`src/rtl/bus_arbiter.sv`:
```
`default_nettype none
// ============================================================================
//  Module      : bus_arbiter
//  Description : Two-master arbiter for the single slave bus. Master 0 is
//                instruction fetch and master 1 is the load/store stage.
//                One transaction is in flight at a time. The arbiter returns
//                read data with a one-cycle ack, or with ack+err on timeout,
//                and raises a stall request toward the pipeline for each
//                master that is still waiting.
//                Optional macro ARB_RR_EN: round-robin arbitration when both
//                masters request. Without it, m1 has fixed priority.
//  Revision    : 1.0  initial release
// ============================================================================
module bus_arbiter #(
   parameter int TMO_CYCLES = 16   // legal range 1..255
) (
   input  logic        clk,
   input  logic        rst,
   // master 0 (instruction fetch)
   input  logic        m0_req_i,
   input  logic        m0_we_i,
   input  logic [31:0] m0_addr_i,
   input  logic [31:0] m0_wdata_i,
   input  logic [3:0]  m0_sel_i,
   output logic [31:0] m0_rdata_o,
   output logic        m0_ack_o,
   output logic        m0_err_o,
   // master 1 (load/store)
   input  logic        m1_req_i,
   input  logic        m1_we_i,
   input  logic [31:0] m1_addr_i,
   input  logic [31:0] m1_wdata_i,
   input  logic [3:0]  m1_sel_i,
   output logic [31:0] m1_rdata_o,
   output logic        m1_ack_o,
   output logic        m1_err_o,
   // slave bus
   output logic        s_req_o,
   output logic        s_we_o,
   output logic [31:0] s_addr_o,
   output logic [31:0] s_wdata_o,
   output logic [3:0]  s_sel_o,
   input  logic [31:0] s_rdata_i,
   input  logic        s_ack_i,
   // pipeline stall requests
   output logic        stallreq_if_o,
   output logic        stallreq_mem_o
);

   typedef enum logic [1:0] {
      S_IDLE = 2'd0,
      S_BUSY = 2'd1,
      S_RESP = 2'd2
   } state_t;

   // Counter value on the last BUSY cycle before the transfer is aborted.
   localparam logic [7:0] C_TMO_LAST = 8'(TMO_CYCLES - 1);

   state_t      r_state;
   logic        r_owner;
   logic        r_last_owner;
   logic [7:0]  r_cnt;
   logic        r_s_req;
   logic        r_s_we;
   logic [31:0] r_s_addr;
   logic [31:0] r_s_wdata;
   logic [3:0]  r_s_sel;
   logic [31:0] r_m0_rdata;
   logic [31:0] r_m1_rdata;
   logic        r_m0_ack;
   logic        r_m1_ack;
   logic        r_m0_err;
   logic        r_m1_err;

   logic        w_any_req;
   logic        w_grant;
   logic [31:0] w_cap_data;

   assign w_any_req  = m0_req_i | m1_req_i;
   // Writes return zero data to the master.
   assign w_cap_data = r_s_we ? 32'd0 : s_rdata_i;

`ifdef ARB_RR_EN
   // Round-robin: on contention, grant the master that did not own the bus last.
   always_comb begin
      w_grant = m1_req_i;
      if (m0_req_i && m1_req_i) begin
         w_grant = ~r_last_owner;
      end
   end
`else
   // Fixed priority: the data side (m1) wins whenever it requests.
   always_comb begin
      w_grant = m1_req_i;
   end

   // Last owner is still tracked so both builds share one state layout.
   logic w_unused_last_owner;
   assign w_unused_last_owner = r_last_owner;
`endif

   // Transaction sequencer: IDLE grants, BUSY waits for ack or timeout, RESP returns the pulse.
   always_ff @(posedge clk or posedge rst) begin
      if (rst) begin
         r_state      <= S_IDLE;
         r_owner      <= 1'b0;
         r_last_owner <= 1'b0;
         r_cnt        <= 8'd0;
         r_s_req      <= 1'b0;
         r_s_we       <= 1'b0;
         r_s_addr     <= 32'd0;
         r_s_wdata    <= 32'd0;
         r_s_sel      <= 4'd0;
         r_m0_rdata   <= 32'd0;
         r_m1_rdata   <= 32'd0;
         r_m0_ack     <= 1'b0;
         r_m1_ack     <= 1'b0;
         r_m0_err     <= 1'b0;
         r_m1_err     <= 1'b0;
      end else begin
         r_m0_ack <= 1'b0;
         r_m1_ack <= 1'b0;
         r_m0_err <= 1'b0;
         r_m1_err <= 1'b0;
         case (r_state)
            S_IDLE: begin
               if (w_any_req) begin
                  r_owner   <= w_grant;
                  r_s_we    <= w_grant ? m1_we_i    : m0_we_i;
                  r_s_addr  <= w_grant ? m1_addr_i  : m0_addr_i;
                  r_s_wdata <= w_grant ? m1_wdata_i : m0_wdata_i;
                  r_s_sel   <= w_grant ? m1_sel_i   : m0_sel_i;
                  r_s_req   <= 1'b1;
                  r_cnt     <= 8'd0;
                  r_state   <= S_BUSY;
               end
            end
            S_BUSY: begin
               if (s_ack_i) begin
                  // Ack has priority over a timeout landing on the same cycle.
                  if (r_owner) begin
                     r_m1_rdata <= w_cap_data;
                     r_m1_ack   <= 1'b1;
                  end else begin
                     r_m0_rdata <= w_cap_data;
                     r_m0_ack   <= 1'b1;
                  end
                  r_s_req <= 1'b0;
                  r_state <= S_RESP;
               end else if (r_cnt == C_TMO_LAST) begin
                  if (r_owner) begin
                     r_m1_rdata <= 32'd0;
                     r_m1_ack   <= 1'b1;
                     r_m1_err   <= 1'b1;
                  end else begin
                     r_m0_rdata <= 32'd0;
                     r_m0_ack   <= 1'b1;
                     r_m0_err   <= 1'b1;
                  end
                  r_s_req <= 1'b0;
                  r_state <= S_RESP;
               end else begin
                  r_cnt <= r_cnt + 8'd1;
               end
            end
            S_RESP: begin
               // Requests are ignored here so a still-high req is not re-granted early.
               r_last_owner <= r_owner;
               r_state      <= S_IDLE;
            end
            default: begin
               r_state <= S_IDLE;
            end
         endcase
      end
   end

   assign s_req_o        = r_s_req;
   assign s_we_o         = r_s_we;
   assign s_addr_o       = r_s_addr;
   assign s_wdata_o      = r_s_wdata;
   assign s_sel_o        = r_s_sel;
   assign m0_rdata_o     = r_m0_rdata;
   assign m1_rdata_o     = r_m1_rdata;
   assign m0_ack_o       = r_m0_ack;
   assign m1_ack_o       = r_m1_ack;
   assign m0_err_o       = r_m0_err;
   assign m1_err_o       = r_m1_err;
   assign stallreq_if_o  = m0_req_i & ~r_m0_ack;
   assign stallreq_mem_o = m1_req_i & ~r_m1_ack;

endmodule
`default_nettype wire

```
`config.mk`:
```
export PLATFORM = sky130hd
export DESIGN_NAME = bus_arbiter
export DESIGN_NICKNAME = d
export VERILOG_FILES = /design/src/rtl/bus_arbiter.sv
export SDC_FILE = /design/constraint.sdc
export NUM_CORES = 1
export LEC_CHECK = 0
export ABC_AREA = 1
export BUFFER_PORTS_ARGS = -buffer_cell sky130_fd_sc_hd__buf_4
export CAP_MARGIN = 20
export CORE_ASPECT_RATIO = 0.6
export CORE_MARGIN = 2
export CORE_UTILIZATION = 46
export DETAILED_ROUTE_END_ITERATION = 6
export GPL_TIMING_DRIVEN = 0
export PLACE_DENSITY = 0.87
export SLEW_MARGIN = 20
export SYNTH_ARGS = -nofsm -noshare
export SYNTH_HDL_FRONTEND = slang
export SYNTH_SLANG_ARGS = --single-unit
```
`constraint.sdc`:
```
create_clock -name clk -period 6.1 [get_ports clk]
set_input_delay 0.915 -clock clk [delete_from_list [all_inputs] [get_ports clk]]
set_output_delay 0.915 -clock clk [all_outputs]
set_load 0.01 [all_outputs]
```
==> run summary, run 1 <==
most frequent cell after synthesis -> nand2_1
I/O pin cnt -> 315
FP Rows -> 34
Most used DFF post-synth -> dfrtp_1
Post-Syn Area per Cell -> 8.18 um^2
Tightest Pin Transition -> 600 ps
die width -> 161 um
pin count of the biggest net entering global routing -> 82
clk_lat worst skew -> 410 ps
Worst path max stage delay -> 420 ps
Hold Crit Class -> reg -> reg
r2r worst-path depth -> 4
Nets -> 1337
Antenna Cells -> 0
Setup CP Type -> in -> out
Post-Route WL -> 23700 um
fin crit period -> 2840 ps
clock root buffer -> clkbuf_16
RSZ-0062 raised after global routing -> false
syn nets -> 1004
Placed Cells incl. Taps -> 1340
Netlist cell types -> 23
IO Port Bufs -> 313
placed cell area -> 9400 um^2
Reg2Reg Setup Slack -> 4380 ps
Final Hold Slack -> 473 ps
FF-to-FF Start -> r_owner
Post-DRT Antenna Nets -> 0
Max VDD drop -> 226 uV
Routed wire per std cell -> 17.2 um
CTS sink count -> 149
reg2reg end -> m1_err_o
die area -> 15700 um^2
Die Y-Extent -> 98.0 um
worst hold stages -> 2
CP Data Required Time -> 5180 ps
number of global-route vias before repair -> 7067
share of cells above drive strength 1 -> 32.3%
Hold Path Origin -> m0_rdata_o[16]
status -> completed
# DRC -> 0
post-DP HPWL -> 18000 um
Clock transition at path regs -> 70 ps
Max Clock Skew -> 13.6 ps
Setup Buffers After CTS -> 0
TritonCTS buffer count -> 17
number of enable flip-flop cells after synthesis -> 0
first-pass GRT wire length -> 37200 um
largest cells by area after synthesis -> dfrtp_1, nand2_1, a31oi_1
number of antenna violations at the first check in global routing -> 0
WP buf/inv -> 4
CP max stage cell -> clkbuf_1
sequential fraction of the synthesis area -> 55.1%
cts hold-fix bufs -> 0
Yosys warnings -> 0
max cap viols -> 0
Vias/cell -> 5.29
DR vias -> 7253
Core ar. -> 14400 um^2
Total GRT Usage -> 30.1%
critical path launch point type -> input port
Synth Cell Area -> 6770 um^2
#FFs+latches synth -> 149
Yosys top cell area share -> 55.1%
maximum clock rate -> 352 MHz
Iter 0 DRT Violations -> 562
gpl congestion -> 0.900
Initial Util -> 47.0%
TNS Setup -> 0 ps
Max Root-Sink Buffers -> 2
critical path endpoint category -> output pin
max_slew headroom -> 60.0%
final setup violation count -> 0
count of final hold-check violations -> 0
leakage -> 5.33 nW
top cells by count, synth -> nand2_1, dfrtp_1, nor2_1, a31oi_1, nand4_1
crit-path max FO -> 10
htree depth -> 4
Area Overhead vs Synth -> 47.4%
Worst Hold End -> m0_rdata_o[16]
delay-heaviest family, CP -> buffers and inverters
total grt overflow -> 0
Cells after Synth -> 828
Power Total -> 4.93 mW
Cell Chain, Critical Path -> buf_2, inv_2, clkbuf_1, nor2_1, buf_4
FFs w/ async S/R, synth -> 100%
Arrival @ worst endpoint -> 1930 ps
dominant cell type by area after synthesis -> dfrtp_1
Slew Viols, Final -> 0
Final period util -> 46.6%
CTS tree -> yes
drt pass-1 iters -> 6
final std cells w/o fill -> 1372
# resized after CTS -> 0
Pwr Density -> 494 nW/um^2
post-route cell area -> 9980 um^2
-- how the worst max path moves through the flow --
stage | startpoint | to | slack [ps] | depth (start not counted)
after global routing | m1_req_i | stallreq_mem_o | 3190 | 5
after floorplan | rst | m0_ack_o | 1180 | 1
final | m1_req_i | stallreq_mem_o | 3260 | 5
after global placement | rst | s_addr_o[24] | -570 | 2
after CTS | m1_req_i | stallreq_mem_o | 3270 | 5
after detailed placement | m1_req_i | stallreq_mem_o | 3270 | 5
-- area by class of cell --
class,count,area (um^2)
multi-input combinational,569,2560
buffer,60,297
tap,198,248
inverter,50,195
fill,1183,4440
timing repair buffer,314,2380
clock inverter,12,120
sequential,149,3730
clock buffer,20,457
-- cell usage in the layout (no fill, tap or decap) --
| master | Yosys | routed |
|---|---|---|
| a31oi_1 | 69 | 69 |
| buf_1 | 4 | 4 |
| buf_16 | 0 | 1 |
| buf_2 | 21 | 21 |
| buf_4 | 0 | 313 |
| buf_6 | 6 | 6 |
| bufinv_16 | 0 | 1 |
| clkbuf_1 | 29 | 30 |
| clkbuf_16 | 0 | 17 |
| clkbuf_8 | 0 | 2 |
| clkinv_1 | 2 | 2 |
| clkinv_4 | 0 | 3 |
| clkinvlp_4 | 0 | 5 |
| dfrtp_1 | 149 | 149 |
| ha_1 | 1 | 1 |
| inv_1 | 46 | 45 |
| inv_2 | 2 | 2 |
| inv_6 | 0 | 3 |
| inv_8 | 0 | 1 |
| nand2_1 | 296 | 296 |
| nand3_1 | 6 | 6 |
| nand3_2 | 2 | 2 |
| nand3_4 | 1 | 1 |
| nand4_1 | 65 | 65 |
| nor2_1 | 114 | 114 |
| nor3_1 | 2 | 2 |
| nor3b_1 | 1 | 1 |
| o21ai_0 | 6 | 6 |
| o21ai_1 | 2 | 2 |
| o21bai_1 | 1 | 1 |
| o21bai_4 | 1 | 1 |
| xor2_1 | 2 | 2 |
-- registers in the layout (all words and copies together) (netlist names), 2 cells and up --
| name | count |
|---|---|
| r_state | 2 |
| s_wdata_o | 32 |
| s_addr_o | 32 |
| r_cnt | 8 |
| s_sel_o | 4 |
| m0_rdata_o | 32 |
| m1_rdata_o | 32 |
-- logic make-up (layout without fill, tap and decap cells) --
family | count (synthesis) | after routing | synth area share, %
flip-flops | 149 | 149 | 55.1
AND/OR/NAND/NOR | 487 | 487 | 30.0
buffers and inverters | 110 | 456 | 7.15
XOR/XNOR | 2 | 2 | 0.259
AO/OA/AOI/OAI | 79 | 79 | 7.35
adder cells (fa/ha/maj) | 1 | 1 | 0.185
-- worst register-to-register path, cell delays in order, from the launching register on --
cell	delay, ps
dfrtp_1	320
buf_2	230
clkinv_1	290
clkbuf_1	370
nor3_1	400
-- where the power goes --
group          internal [mW]  total [mW]  switching [mW]  leakage, nW
Sequential              1.46        1.74           0.286         1.85
Clock                  0.590        1.02           0.434        0.266
Combinational          0.940        2.16            1.22         3.21
-- per-layer routing --
layer | GRT usage (%) | wire length (um) | up-vias
li1 | - | - | 3367
met1 | 42.6 | 10500 | 3437
met2 | 46.4 | 10500 | 395
met3 | 6.80 | 2070 | 54
met4 | 10.2 | 603 | 0
met5 | 0 | 0 | -
-- per-stage QoR --
step / setup WS (ps) / utilization, %
finish: 3260 / 69.2
detailed placement: 3270 / 65.2
global placement: -567 / 65.0
floorplan: 1180 / -
CTS: 3270 / 69.2
global route: 3190 / 69.2
(Power assumes the default switching activity.)
==> run 2: changes to the inputs <==
==> constraint.sdc (replaced) <==
create_clock -name clk -period 2.85 [get_ports clk]
set_input_delay 0.4275 -clock clk [delete_from_list [all_inputs] [get_ports clk]]
set_output_delay 0.4275 -clock clk [all_outputs]
set_load 0.01 [all_outputs]
==> run 2 against run 1 <==
  * Hold slack got worse by 440 ps
  * Clock power is 120% higher
  * First-iteration DRC count up 0.89%
  * Clock-buffer cell count unchanged
  * Via count hardly changed
==> run summary, run 2 (synthesis results as in run 1) <==
crit-path max FO -> 10 (unchanged)
most common cell after layout, fill and taps aside -> buf_4
count of final hold-check violations -> 0 (unchanged)
first-pass GRT wire length -> 36600 um (-1.6%)
die area -> 15700 um^2 (unchanged)
CTS sink count -> 149 (unchanged)
# resized after CTS -> 0 (unchanged)
Setup Buffers After CTS -> 0 (unchanged)
final setup violation count -> 0 (unchanged)
cts hold-fix bufs -> 0 (unchanged)
gpl congestion -> 0.893 (-0.78%)
maximum clock rate -> 541 MHz
number of antenna violations at the first check in global routing -> 0 (unchanged)
Vias/cell -> 5.27 (-0.26%)
final std cells w/o fill -> 1376 (+0.29%)
fillcell total -> 1116 (-5.7%)
post-route cell area -> 10100 um^2 (+0.97%)
I/O pin cnt -> 315 (unchanged)
pin count of the biggest net entering global routing -> 36 (-56%)
Total GRT Usage -> 29.6% (-0.54 points)
most frequent cells in the layout -> buf_4, nand2_1, dfrtp_1, nor2_1, a31oi_1
clock root buffer -> clkbuf_16
Slew Viols, Final -> 0 (unchanged)
Core ar. -> 14400 um^2 (unchanged)
Nets -> 1341 (+0.30%)
Post-Route WL -> 23000 um (-2.8%)
Setup CP Type -> in -> out
number of global-route vias before repair -> 6976 (-1.3%)
# DRC -> 0 (unchanged)
Final period util -> 64.9%
fin crit period -> 1850 ps
placed cell area -> 9480 um^2 (+0.81%)
Pwr Density -> 1050 nW/um^2 (+110%)
pre-CTS WS -> 1010 ps (-2260 ps)
Final Hold Slack -> 30.9 ps (-442 ps)
critical path launch point type -> input port
post-DP HPWL -> 17800 um (-0.95%)
Initial Util -> 47.0% (unchanged)
max_slew headroom -> 60.7% (+0.73 points)
drt pass-1 iters -> 5 (-1)
FP Rows -> 34 (unchanged)
CTS tree -> yes
DR vias -> 7255 (+0.028%)
CP Data Required Time -> 2420 ps (-2760 ps)
Iter 0 DRT Violations -> 567 (+0.89%)
Max Clock Skew -> 15.7 ps (+2.09 ps)
die width -> 161 um (unchanged)
final worst slack -> 1000 ps (-2260 ps)
Max VDD drop -> 447 uV (+97%)
Antenna Cells -> 0 (unchanged)
Routed wire per std cell -> 16.7 um (-3.0%)
critical path endpoint category -> output pin
TritonCTS buffer count -> 17 (unchanged)
Area Overhead vs Synth -> 48.8%
Clock transition at path regs -> 70 ps (about the same)
Tightest Pin Transition -> 589 ps (-11.0 ps)
RSZ-0062 raised after global routing -> false
leakage -> 5.38 nW (+0.94%)
share of cells above drive strength 1 -> 32.5% (+0.23 points)
Die Y-Extent -> 98.0 um (unchanged)
total grt overflow -> 0 (unchanged)
status -> completed
clk_lat worst skew -> 410 ps (about the same)
htree depth -> 4 (unchanged)
Arrival @ worst endpoint -> 1420 ps (-510 ps)
Hold Crit Class -> in -> async
Max Root-Sink Buffers -> 2 (unchanged)
IO Port Bufs -> 313 (unchanged)
Placed Cells incl. Taps -> 1344 (+0.30%)
max cap viols -> 0 (unchanged)
Post-DRT Antenna Nets -> 0 (unchanged)
==> run 2: changes by cell type in the layout (fill, tap and decap cells not counted) <==
cell	before	now
buf_12	0	4
clkinv_4	3	1
inv_6	3	5
bufinv_16	1	2
clkinv_2	0	1
clkinvlp_4	5	4
inv_8	1	0
==> run 2: layout make-up <==
cell class / instances / area, um^2 / share of cell area [%]
plain buffers: 60 / 297 / 2.94
clock buffers: 20 / 457 / 4.53
clock inverters: 12 / 140 / 1.39
inverters: 50 / 191 / 1.90
multi-input cells: 569 / 2560 / 25.4
flip-flops and latches: 149 / 3730 / 37.0
well taps: 198 / 248 / 2.46
repair buffers: 318 / 2460 / 24.4
==> run 2: worst paths after layout <==
check	from	endpoint	slack [ps]	cells after the start
max in group asynchronous	rst	m0_rdata_o[7]	1920	5
setup reg to reg	r_state[1]	m1_rdata_o[15]	1170	7
hold / removal	rst	s_addr_o[29]	30	2
hold reg to reg	m0_rdata_o[15]	m0_rdata_o[15]	480	2
min in group clk	m0_wdata_i[10]	s_wdata_o[10]	270	3
setup / recovery	m1_req_i	stallreq_mem_o	1000	5
==> run 2: per-stage QoR <==
stage | TNS [ps] | power, mW | util [%]
after floorplan | 0 | 5.83 | -
after global placement | -56540 | 8.16 | 65.0
after detailed placement | 0 | 8.31 | 65.7
after CTS | 0 | 10.6 | 69.9
after global routing | 0 | 11.2 | 69.9
final | 0 | 10.6 | 69.9
==> run 2: worst max-delay path, stage by stage <==
cell	delay, ps
buf_2	180
inv_2	170
clkbuf_1	400
nor2_1	70
buf_4	160
==> run 2: routing by layer <==
layer	share of wire, %	track usage, %	vias up
li1	-	-	3383
met1	43	42.7	3425
met2	44	44.4	399
met3	9.3	6.58	48
met4	2.8	10.3	0
met5	0	0	-
==> run 2: power by group <==
group	switching, mW	internal, mW
registers	0.600	3.11
clock network	0.924	1.35
logic	2.61	2.02
==> run 3: changes to the inputs <==
--- a/config.mk
+++ b/config.mk
@@ -10,10 +10,10 @@
 export CAP_MARGIN = 20
 export CORE_ASPECT_RATIO = 0.6
 export CORE_MARGIN = 2
-export CORE_UTILIZATION = 46
+export CORE_UTILIZATION = 42
 export DETAILED_ROUTE_END_ITERATION = 6
 export GPL_TIMING_DRIVEN = 0
-export PLACE_DENSITY = 0.87
+export PLACE_DENSITY = 0.84
 export SLEW_MARGIN = 20
 export SYNTH_ARGS = -nofsm -noshare
 export SYNTH_HDL_FRONTEND = slang
==> constraint.sdc (replaced) <==
create_clock -name clk -period 1.6 [get_ports clk]
set_input_delay 0.24 -clock clk [delete_from_list [all_inputs] [get_ports clk]]
set_output_delay 0.24 -clock clk [all_outputs]
set_load 0.01 [all_outputs]
==> run 3 against run 2 <==
  * The flow now finishes with violations (setup timing)
  * Design area is 2.2% higher
  * Worst setup slack got worse by 1000 ps
  * Non-clock buffer count increased by 12
  * Critical endpoint is now m0_rdata_o[0]
  * Highest routed layer unchanged
==> run summary, run 3 (synthesis results as in run 1) <==
combinational power share -> 45.4% (+1.8 points)
max cap viols -> 0 (unchanged)
clk_lat worst skew -> 410 ps (about the same)
Power Total -> 19.1 mW (+80%)
Nets -> 1353 (+0.89%)
final setup violation count -> 2 (+2)
IO Port Bufs -> 313 (unchanged)
Post-DRT Antenna Nets -> 0 (unchanged)
drt pass-1 iters -> 5 (unchanged)
fin util -> 66.2% (-3.7 points)
CTS sink count -> 149 (unchanged)
number of global-route vias before repair -> 6877 (-1.4%)
area of the multi-input gates -> 2600 um^2 (+1.5%)
critical path launch point type -> flip-flop
TNS Setup -> -14.2 ps (-14.2 ps)
post-DP HPWL -> 18200 um (+2.3%)
max_slew headroom -> 58.4% (-2.3 points)
I/O pin cnt -> 315 (unchanged)
leakage -> 5.48 nW (+2.0%)
final worst slack -> -13.6 ps (-1010 ps)
Arrival @ worst endpoint -> 1950 ps (+530 ps)
pin count of the biggest net entering global routing -> 35 (-2.8%)
Clock transition at path regs -> 70 ps (about the same)
CP Data Required Time -> 1940 ps (-480 ps)
Antenna Cells -> 0 (unchanged)
sequential cell area -> 3730 um^2 (about the same)
Final period util -> 101%
crit-path max FO -> 10 (unchanged)
# DRC -> 0 (unchanged)
critical path endpoint category -> flip-flop
failing checks -> setup timing
gpl congestion -> 0.924 (+3.5%)
Max Clock Skew -> 17.7 ps (+1.96 ps)
switching share of total power -> 39.6% (+0.71 points)
first-pass GRT wire length -> 36400 um (-0.51%)
DR vias -> 7264 (+0.12%)
FP Rows -> 35 (+2.9%)
Worst Hold End -> s_wdata_o[11]
Post-Route WL -> 23500 um (+2.4%)
count of final hold-check violations -> 0 (unchanged)
Reg2Reg Setup Slack -> -10 ps (-1180 ps)
Initial Util -> 43.6% (-3.4 points)
switching pwr -> 7.55 mW (+83%)
Hold Crit Class -> in -> reg
clock power share -> 19.8% (-1.6 points)
fin crit period -> 1610 ps
Core ar. -> 15500 um^2 (+7.8%)
die width -> 168 um (+4.5%)
total grt overflow -> 0 (unchanged)
Tightest Pin Transition -> 623 ps (+34.3 ps)
Max Root-Sink Buffers -> 2 (unchanged)
sequential share of power -> 34.8% (-0.2 points)
reg2reg end -> m0_rdata_o[0]
FF-to-FF Start -> r_cnt[1]
Pwr Density -> 1850 nW/um^2 (+76%)
share of cells above drive strength 1 -> 34.8% (+2.3 points)
Setup CP Type -> reg -> reg
Total GRT Usage -> 27.2% (-2.3 points)
maximum clock rate -> 620 MHz
htree depth -> 4 (unchanged)
Area Overhead vs Synth -> 52.0%
Hold Path Origin -> m0_wdata_i[11]
die area -> 17200 um^2 (+9.2%)
CTS tree -> yes
Max VDD drop -> 877 uV (+96%)
number of antenna violations at the first check in global routing -> 0 (unchanged)
Vias/cell -> 5.22 (-1.0%)
Iter 0 DRT Violations -> 553 (-2.5%)
most common cell after layout, fill and taps aside -> buf_4
r2r worst-path depth -> 7 (unchanged)
Routed wire per std cell -> 16.9 um (+1.2%)
Die Y-Extent -> 102 um (+4.5%)
worst hold stages -> 3
Slew Viols, Final -> 0 (unchanged)
most frequent cells in the layout -> buf_4, nand2_1, dfrtp_1, nor2_1, a31oi_1
status -> finished, violations left
Pint -> 11.5 mW (+77%)
clock root buffer -> clkbuf_16
fillcell total -> 1304 (+17%)
TritonCTS buffer count -> 17 (unchanged)
RSZ-0062 raised after global routing -> true
==> run 3: changes by cell type in the layout (fill, tap and decap cells not counted), sizes merged <==
cell and change:
buf +5, bufinv -2, clkinv -3, clkbuf +4, clkinvlp +3, dlygate4sd3 +1
inv +3
==> run 3: area by class of cell <==
type | instances | area share, %
sequential | 149 | 36.2
multi-input combinational | 569 | 25.2
buffer | 59 | 3.72
clock buffer | 18 | 4.27
timing repair buffer | 331 | 25.0
inverter | 50 | 1.93
tap | 203 | 2.47
clock inverter | 13 | 1.11
==> run 3: critical path, stage by stage, from the launching register on <==
cell and delay [ps]:
dfrtp_1 390, ha_4 160, nand3_4 120, o21bai_4 320
buf_8 190, buf_6 140, nand4_1 120, nand2_1 100
==> run 3: worst max-delay path by stage <==
stage,startpoint,endpoint,cells after the start
after floorplan,rst,m0_ack_o,1
after global placement,rst,m0_rdata_o[14],2
after detailed placement,m1_req_i,s_wdata_o[1],7
after CTS,r_cnt[1],m1_rdata_o[20],7
after global routing,r_cnt[1],m0_rdata_o[0],7
final,r_cnt[1],m0_rdata_o[0],7
==> run 3: through the flow <==
| step | worst slack, ps | cell area, um^2 | hold slack [ps] | cells |
|---|---|---|---|---|
| 4_1_cts | -21.8 | 10100 | 80.8 | 1380 |
| 5_1_grt | -106 | 10300 | 80.5 | 1392 |
| 3_5_place_dp | -182 | 9490 | 254 | 1349 |
| 3_3_place_gp | -1480 | 9380 | 456 | 1344 |
| 6_report | -13.6 | 10300 | 88.8 | 1392 |
| 2_1_floorplan | -515 | 6780 | 390 | 828 |
==> run 3: what timing repair did <==
| item | CTS | global route |
|---|---|---|
| buffers inserted | 0 | 12 |
| cloned | 0 | 1 |
| gates resized for setup | 17 | 40 |
| setup endpoints to repair | 130 | 141 |
| pin swaps | 1 | 15 |
| hold buffers | 1 | 0 |
| endpoints found under the hold margin | 13 | 0 |
==> run 3: routing by layer <==
metal  part of all wire [%]  wire, um  GRT usage, %
met5                      0         0             0
met4                    1.1       267          6.02
met3                    8.7      2040          6.27
met2                     44     10500          42.7
met1                     46     10800          39.1
==> run 3: power groups by stage <==
| stage | clock, mW | sequential [mW] | combinational, mW |
|---|---|---|---|
| after floorplan | 0 | 7.32 | 3.06 |
| after global placement | 0 | 6.59 | 8.01 |
| after detailed placement | 0 | 6.65 | 8.24 |
| after CTS | 3.84 | 6.61 | 8.33 |
| after global routing | 4.02 | 6.85 | 9.41 |
| final | 3.78 | 6.64 | 8.65 |
